--- src/rtl/seq_div_32by16_if.sv ---
// Handshake bundle for the sequential 2N/N restoring divider.
// The master modport belongs to the producer/consumer side and the slave
// modport belongs to the divider itself.
interface seq_div_32by16_if #(
    parameter int N = 16
);
    logic           in_valid;
    logic           in_ready;
    logic [2*N-1:0] dividend;
    logic [N-1:0]   divisor;
    logic           out_valid;
    logic           out_ready;
    logic [N-1:0]   quotient;
    logic [N-1:0]   remainder;
    logic           err;

    modport master (
        output in_valid, dividend, divisor, out_ready,
        input  in_ready, out_valid, quotient, remainder, err
    );

    modport slave (
        input  in_valid, dividend, divisor, out_ready,
        output in_ready, out_valid, quotient, remainder, err
    );
endinterface

--- src/rtl/seq_div_32by16.sv ---
// Sequential restoring divider: 2N-bit dividend by N-bit divisor, one
// quotient bit per clock. Divide-by-zero and quotient overflow are caught
// at acceptance time and reported with err, an all-ones quotient and a zero
// remainder.
module seq_div_32by16 #(
    parameter int N = 16
) (
    input  logic              clk,
    input  logic              rst_n,
    seq_div_32by16_if.slave   bus
);
    localparam int CW = $clog2(N);

    typedef enum logic [1:0] {
        IDLE,
        DIV,
        DONE
    } state_t;

    state_t        state;
    state_t        state_next;

    logic [N-1:0]  rem_q;
    logic [N-1:0]  quo_q;
    logic [N-1:0]  divisor_q;
    logic          err_q;
    logic [CW-1:0] count_q;

    logic          accept;
    logic          div_error;
    logic          last_step;
    logic [N:0]    trial;
    logic          borrow;

    assign accept    = bus.in_valid && (state == IDLE);

    // A quotient fits in N bits only when the upper half of the dividend is
    // strictly smaller than the divisor; this also covers divisor == 0.
    assign div_error = (bus.divisor == '0) || (bus.dividend[2*N-1:N] >= bus.divisor);

    assign last_step = (count_q == CW'(N - 1));

    // The shifted partial remainder is always below 2*divisor, so the top
    // bit of the (N+1)-bit difference is exactly the borrow out.
    assign trial  = {rem_q, quo_q[N-1]} - {1'b0, divisor_q};
    assign borrow = trial[N];

    assign bus.quotient  = quo_q;
    assign bus.remainder = rem_q;
    assign bus.err       = err_q;

    // State register; asynchronous reset drops any operation in flight.
    always_ff @(posedge clk or negedge rst_n) begin
        if (!rst_n) begin
            state <= IDLE;
        end else begin
            state <= state_next;
        end
    end

    // Next-state decode: accept in IDLE, N shift/subtract steps, wait for the consumer.
    always_comb begin
        state_next = state;
        case (state)
            IDLE: begin
                if (accept) begin
                    state_next = div_error ? DONE : DIV;
                end
            end
            DIV: begin
                if (last_step) begin
                    state_next = DONE;
                end
            end
            DONE: begin
                if (bus.out_ready) begin
                    state_next = IDLE;
                end
            end
            default: state_next = IDLE;
        endcase
    end

    // Handshake outputs depend on state only, so no input reaches them combinationally.
    always_comb begin
        bus.in_ready  = 1'b0;
        bus.out_valid = 1'b0;
        case (state)
            IDLE:    bus.in_ready  = 1'b1;
            DONE:    bus.out_valid = 1'b1;
            default: ;
        endcase
    end

    // Datapath: load operands on acceptance, then one restoring step per DIV cycle.
    always_ff @(posedge clk or negedge rst_n) begin
        if (!rst_n) begin
            rem_q     <= '0;
            quo_q     <= '0;
            divisor_q <= '0;
            err_q     <= 1'b0;
            count_q   <= '0;
        end else begin
            case (state)
                IDLE: begin
                    if (accept) begin
                        divisor_q <= bus.divisor;
                        count_q   <= '0;
                        if (div_error) begin
                            err_q <= 1'b1;
                            quo_q <= '1;
                            rem_q <= '0;
                        end else begin
                            err_q <= 1'b0;
                            rem_q <= bus.dividend[2*N-1:N];
                            quo_q <= bus.dividend[N-1:0];
                        end
                    end
                end
                DIV: begin
                    count_q <= count_q + CW'(1);
                    if (!borrow) begin
                        rem_q <= trial[N-1:0];
                        quo_q <= {quo_q[N-2:0], 1'b1};
                    end else begin
                        rem_q <= {rem_q[N-2:0], quo_q[N-1]};
                        quo_q <= {quo_q[N-2:0], 1'b0};
                    end
                end
                default: ;
            endcase
        end
    end
endmodule
--- src/flat_wrapper.sv ---
// flat-port wrapper written by rule: the top's interface ports become plain ports
module seq_div_32by16_flat 
#(
    parameter int N = 16
)
  (clk, rst_n, bus_in_valid, bus_dividend, bus_divisor, bus_out_ready, bus_in_ready, bus_out_valid, bus_quotient, bus_remainder, bus_err);
  seq_div_32by16_if #(.N(N)) bus_i ();
  input  logic clk;
  input  logic rst_n;
  input wire logic [$bits(bus_i.in_valid)-1:0] bus_in_valid;
  input wire logic [$bits(bus_i.dividend)-1:0] bus_dividend;
  input wire logic [$bits(bus_i.divisor)-1:0] bus_divisor;
  input wire logic [$bits(bus_i.out_ready)-1:0] bus_out_ready;
  output wire logic [$bits(bus_i.in_ready)-1:0] bus_in_ready;
  output wire logic [$bits(bus_i.out_valid)-1:0] bus_out_valid;
  output wire logic [$bits(bus_i.quotient)-1:0] bus_quotient;
  output wire logic [$bits(bus_i.remainder)-1:0] bus_remainder;
  output wire logic [$bits(bus_i.err)-1:0] bus_err;
  assign bus_i.in_valid = bus_in_valid;
  assign bus_i.dividend = bus_dividend;
  assign bus_i.divisor = bus_divisor;
  assign bus_i.out_ready = bus_out_ready;
  assign bus_in_ready = bus_i.in_ready;
  assign bus_out_valid = bus_i.out_valid;
  assign bus_quotient = bus_i.quotient;
  assign bus_remainder = bus_i.remainder;
  assign bus_err = bus_i.err;
  seq_div_32by16 #(.N(N)) u_core (.clk(clk), .rst_n(rst_n), .bus(bus_i));
endmodule
--- config.mk ---
export PLATFORM = sky130hd
export DESIGN_NAME = seq_div_32by16_flat
export DESIGN_NICKNAME = d
export VERILOG_FILES = /design/src/rtl/seq_div_32by16_if.sv /design/src/rtl/seq_div_32by16.sv /design/src/flat_wrapper.sv
export SDC_FILE = /design/constraint.sdc
export NUM_CORES = 1
export LEC_CHECK = 0
export CORE_MARGIN = 4
export CORE_UTILIZATION = 65
export CTS_BUF_LIST = sky130_fd_sc_hd__clkbuf_4
export DETAILED_ROUTE_END_ITERATION = 8
export DONT_BUFFER_PORTS = 1
export PLACE_DENSITY = 0.8
export SLEW_MARGIN = 20
export SYNTH_ARGS = -nofsm -noshare
export SYNTH_HDL_FRONTEND = slang
export SYNTH_SLANG_ARGS = --single-unit
--- constraint.sdc ---
create_clock -name clk -period 3.44 [get_ports clk]
set_clock_uncertainty 0.1 [all_clocks]
set_input_delay 0.688 -clock clk [delete_from_list [all_inputs] [get_ports clk]]
set_output_delay 0.688 -clock clk [all_outputs]
set_load 0.03 [all_outputs]
==> results of run 1 <==
-- cells by family after synthesis --
family          after synthesis
buf+inv                      54
flops                        55
xor+xnor                     13
simple gates                121
mux                           8
fa+ha+maj                    34
compound gates              149
-- worst max-delay path, stage by stage (launching register included) --
cell and delay [ps]:
dfrtp_1 600, fa_1 550, a211oi_1 290, o211a_1 260
nor3_2 90, o21ai_4 340, xor2_4 210, or3_1 400
a31oi_1 160
-- registers in the layout (all words and copies together) (netlist names) --
name and flops:
u_core.bus.remainder 16, u_core.count_q 4, u_core.state 2, u_core.bus.err 1
u_core.divisor_q 16, u_core.bus.quotient 16
-- layout make-up --
class | instances | share of cell area (%)
clock buffer | 6 | 1.14
clock inverter | 2 | 0.445
inverter | 35 | 3.34
multi-input combinational | 325 | 55.8
sequential | 55 | 34.9
tap | 72 | 2.29
timing repair buffer | 8 | 2.03
-- layer usage --
layer	track usage, %	part of all wire, %	vias to the layer above
met4	5.85	1.4	0
met5	0	0	-
met2	44.7	47	122
met3	5.59	7.5	17
li1	-	-	1554
met1	38.7	44	1545
-- stage by stage --
stage               power (uW)  cell area [um2]  setup slack, ps  utilization (%)  hold WS, ps
global route              5070             3940              177             70.7         31.8
global placement          4240             3850              503             69.0          294
floorplan                 3750             3770              516                -          292
CTS                       4670             3940              375             70.7         49.0
detailed placement        4340             3850              426             69.0          294
finish                    4690             3940              374             70.7         37.0
-- Yosys cell counts (all sizes together) (3+ instances only) --
cell	instances
nor3	10
a22oi	15
clkbuf	17
and2	4
a21o	14
inv	35
nor2	22
a211oi	4
or2	4
mux2i	7
nor4	4
nor2b	7
nand3	12
dfrtp	55
a21oi	25
o21ai	49
o211ai	7
xor2	7
or3	3
a31oi	3
ha	33
o21a	5
nand2	46
a32oi	10
xnor2	6
-- worst paths after layout --
kind / from / end / cells past startpoint
setup / recovery: u_core.bus.remainder[0] / u_core.bus.remainder[8] / 8
hold / removal: rst_n / u_core.bus.remainder[12] / 1
setup reg to reg: u_core.bus.remainder[0] / u_core.bus.remainder[8] / 8
hold reg to reg: u_core.count_q[2] / u_core.count_q[2] / 1
max in group asynchronous: rst_n / u_core.bus.remainder[1] / 1
min in group clk: bus_dividend[16] / u_core.bus.remainder[0] / 2
-- power by group --
group / switching (uW) / leakage (uW) / internal, uW
clock network: 220 / 0.0000358 / 91.5
logic: 1610 / 0.00116 / 1160
registers: 666 / 0.000676 / 947
-- cell usage in the layout (no fill, tap or decap), types with 6 or more instances in the layout --
cell | synthesis | final
inv_1 | 35 | 35
a22oi_1 | 15 | 15
xor2_1 | 6 | 6
nor3_1 | 9 | 9
a32oi_1 | 10 | 10
buf_4 | 0 | 7
mux2i_1 | 7 | 7
nor2_1 | 22 | 22
o21ai_0 | 48 | 48
nand3_1 | 12 | 12
clkbuf_4 | 0 | 6
o211ai_1 | 7 | 7
nand2_1 | 46 | 46
dfrtp_1 | 55 | 55
nor2b_1 | 7 | 6
a21oi_1 | 25 | 25
a21o_1 | 14 | 14
ha_1 | 33 | 33
==> impl_metrics.env, run 1 <==
export IMPL_max_slew_worst_pin_slew_ps=891
export IMPL_synthXorXnorAreaFrac_pct=3.71
export IMPL_grt_antenna_before_repair=0
export IMPL_synth_edf_count=0
export IMPL_cts_buffer_depth=2
export IMPL_fmax_mhz=326
export IMPL_status="completed"
export IMPL_ys_async_sr_fraction_pct=100
export IMPL_seq_area_um2=1380
export IMPL_netlist_area_um2=3770
export IMPL_antenna_cells=0
export IMPL_setup_tns_final_ps=0
export IMPL_ctsResizeCount=0
export IMPL_clock_sinks=55
export IMPL_h_tree_depth=2
export IMPL_hold_buffers=1
export IMPL_synth_compound_area_share_pct=25.8
export IMPL_p_leak_uw=0.00187
export IMPL_grt_start_max_net_pins=56
export IMPL_yosysWarnings=0
export IMPL_initial_core_util_pct=67.7
export IMPL_numCtsBuffers=5
export IMPL_multi_input_area_um2=2200
export IMPL_dieArea_um2=7090
export IMPL_ys_seq_area_share_pct=36.5
export IMPL_finalHoldViolCount=0
export IMPL_holdCritPathClass="input pin to async pin"
export IMPL_dr_total_vias=3238
export IMPL_netlist_area_leader_share_pct=36.5
export IMPL_synth_area_mux_share_pct=2.15
export IMPL_rows=27
export IMPL_clk_pin_slew_worst_paths_ps=170
export IMPL_cellPowerDensity_nw_per_um2=1190
export IMPL_nNetsFinal=516
export IMPL_rsz0062_at_grt="no"
export IMPL_nFillCells=474
export IMPL_drcViolationCount=0
export IMPL_timing_final_crit_share_pct=89.1
export IMPL_drive_gt1_share_pct=6.26
export IMPL_core_um2=5570
export IMPL_period_needed_ps=3070
export IMPL_dp_hpwl_um=7240
export IMPL_cts_tree="built"
export IMPL_crit_arrival_ps=3280
export IMPL_grt_pass1_vias=3188
export IMPL_syn_nets=520
export IMPL_die_h_um=84.2
export IMPL_syn_area_per_cell_um2=8.70
export IMPL_grt_pass1_wl_um=16100
export IMPL_netlist_instances=434
export IMPL_ys_ff_latch=55
export IMPL_stdcell_count=503
export IMPL_path_class="register to register"
export IMPL_required_ps=3660
export IMPL_drt_first_pass_iters=5
export IMPL_cap_viol_max_count=0
export IMPL_synthAdderAreaFrac_pct=11.5
export IMPL_endpoint_kind="register"
export IMPL_synth_cell_types=48
export IMPL_finalWirelength_um=9680
export IMPL_die_w_um=84.2
export IMPL_grt_ovfl_total=0
export IMPL_wl_per_cell_um=19.3
export IMPL_yosys_area_share_simple_pct=15.1
export IMPL_pin_count=87
export IMPL_rrSetupSlack_ps=370
export IMPL_irDropWorstVdd_mv=0.711
export IMPL_synthTopCellsByArea="dfrtp_1 36%, ha_1 11%, o21ai_0 6.4%"
export IMPL_ys_flop_type="dfrtp_1"
export IMPL_report_final_setup_viol=0
export IMPL_synth_top_family_by_area="compound AO/OA/AOI/OAI gates"
export IMPL_worstSkewPairLatency_ps=380
export IMPL_dp_cells=494
export IMPL_syn_to_final_growth_pct=4.34
export IMPL_slew_viol_final=0
export IMPL_gp_congestion=0.949
export IMPL_post_cts_buffers=0
export IMPL_maxSlewHeadroom_pct=40.3
export IMPL_yosysTopAreaCell="dfrtp_1"
export IMPL_grt_usage_pct=27.6
export IMPL_antenna_left=0
export IMPL_portBuffers=0
export IMPL_viasPerCell=6.44
export IMPL_drt_initial_drc_count=282
export IMPL_cts_root_buf="clkbuf_4"
export IMPL_critPathMaxFanout=10
export IMPL_cp_start_kind="register"
(Power assumes the default switching activity.)
==> inputs of run 2 (changes only) <==
- TNS_END_PERCENT: unset -> 30
==> results of run 2 <==
The final DEF is identical to that of run 1; final timing and power are the same.
==> edit, RTL diff (flow settings as in run 2) <==
Re-encode `state_t` (3 states) as one-hot, 3 bits wide.
--- a/src/rtl/seq_div_32by16.sv
+++ b/src/rtl/seq_div_32by16.sv
@@ -13,6 +13,6 @@
 
-    typedef enum logic [1:0] {
-        IDLE,
-        DIV,
-        DONE
+    typedef enum logic [2:0] {
+        IDLE = 3'b001,
+        DIV  = 3'b010,
+        DONE = 3'b100
     } state_t;
Behaviour: no difference found for any inputs over 4 cycles, from zero or initial values and one cycle with rst_n low; so few cycles prove little.
==> edit against run 2 <==
- area after synthesis grew 2.0%
- total power grew 0.92%
- hold slack lost 0.014 ns
- sequential cell count grew 1
- critical path depth grew 4
- critical endpoint unchanged
- via count grew 1.8%
- worst setup slack gained 0.051 ns
- design area grew 3.5%
- fmax grew 1.7%
- cell count grew 3.8%
- wire length grew 0.41%
- combinational power grew 4%
==> edit: results <==
group,metric,value,unit
outcome,status,"finished clean",
clocking,cts_buffers,5,
cells_and_area,fillerInstances,456,
cells_and_area,layout-drive-gt1-share,9.11,%
clocking,cts.clk_slew.worst_paths,0.17,ns
clocking,cts_resized,0,
placement,dp_hpwl,7280,µm
critical_path,worst_ep_arrival_time,3.19,ns
yosys,synth.area.top_cells,"dfrtp_1, ha_1, nand2_1, o21ai_0, o31ai_1",
placement,dpl_cell_area,0.00398,mm²
power,irDropWorstVdd,0.556,mV
critical_path,reg2reg_slack,0.42,ns
global_route,grt_first_pass_wirelength,16300,µm
global_route,antenna_found_initial,0,
yosys,ys_seq_area_share,36.4,%
timing,holdWs,0.0227,ns
yosys,yosys_warnings,0,
cells_and_area,num_antenna_cells,0,
power,p_leak,1.86,nW
yosys,synth_ff_type,"dfrtp_1",
routing,vias_per_cell,6.31,
global_route,grt_use_total,27.7,%
global_route,grt_pass1_vias,3297,
yosys,ys_types,53,
routing,wl_met3,828,µm
placement,dp.cells,512,
routing,drt_pass1_iterations,7,
routing,route.top_layer_used,"met4",
clocking,h-tree-depth,2,
routing,drt_first_iter_violations,319,
worst_hold_path,hold_path_class,"input port to async pin",
global_route,grt_start_max_net_pins,56,
yosys,synth_nets,531,
cells_and_area,fin_nets,535,
timing,worst_pin_slew,0.665,ns
routing,drt-met1-wl,4100,µm
routing,wl_met2,4640,µm
placement,gp_congestion,0.880,
placement,place_worst_setup_slack,0.480,ns
yosys,avgSynthCellArea,8.65,µm²
critical_path,cp_max_fo,13,
routing,routedWlPerCell,18.6,µm
yosys,ys_top_cells_by_count,"nand2_1, dfrtp_1, inv_1, nor2_1, ha_1",
timing,min_period,3.02,ns
routing,drt-total-wl,9720,µm
-- edit: layer usage --
| layer | vias to the layer above | GRT usage, % |
|---|---|---|
| met1 | 1566 | 37.3 |
| met5 | - | 0 |
| met4 | 0 | 7.48 |
| li1 | 1592 | - |
| met3 | 18 | 7.67 |
| met2 | 119 | 43.9 |
-- edit: final timing paths --
| check | from | endpoint | cells past startpoint |
|---|---|---|---|
| worst max register to register | u_core.bus.quotient[15] | u_core.bus.remainder[8] | 12 |
| max in group asynchronous | rst_n | u_core.state[0] | 1 |
| min in group clk | bus_divisor[0] | u_core.divisor_q[0] | 2 |
| worst max-delay path | u_core.bus.quotient[15] | u_core.bus.remainder[8] | 12 |
| worst min-delay path | rst_n | u_core.bus.remainder[6] | 1 |
| worst min register to register | u_core.count_q[3] | u_core.count_q[3] | 1 |
-- edit: layout make-up --
type	count	area [µm²]	share of cell area, %
sequential	56	1400	34.4
clock buffer	6	45.0	1.11
timing repair buffer	19	178	4.36
tap	72	90.1	2.21
multi-input combinational	330	2200	54.1
inverter	37	139	3.41
clock inverter	2	16.3	0.399
-- edit: critical path, stage by stage, from the launching register on --
cell and delay (ns):
dfrtp_1 0.42, inv_1 0.06, ha_1 0.17, inv_1 0.06
fa_1 0.41, a211oi_1 0.32, o211ai_2 0.17, nand3b_2 0.15
a31oi_4 0.12, xor2_4 0.43, buf_12 0.22, mux2i_1 0.19
a21oi_1 0.08
-- edit: logic make-up (layout without fill, tap and decap cells) --
logic type | count (synthesis) | after routing | synth area share [%]
and+or+nand+nor | 138 | 138 | 16.1
AOI/OAI and AO/OA | 136 | 136 | 24.0
buffers and inverters | 59 | 64 | 6.47
DFF | 56 | 56 | 36.4
adders and majority gates | 34 | 34 | 11.2
xor gates and xnor gates | 12 | 12 | 3.22
muxes | 10 | 10 | 2.60
-- edit: power by group --
group / internal [mW] / leakage [nW] / switching, mW / total, mW
combinational: 1.25 / 1.16 / 1.64 / 2.89
sequential: 0.949 / 0.672 / 0.594 / 1.54
clock: 0.0897 / 0.0319 / 0.215 / 0.305
-- edit: what timing repair did --
item | CTS | global route
hold buffers | 2 | 0
endpoints found under the hold margin | 55 | 0
setup buffers | 0 | 0
setup endpoints to repair | 0 | 0
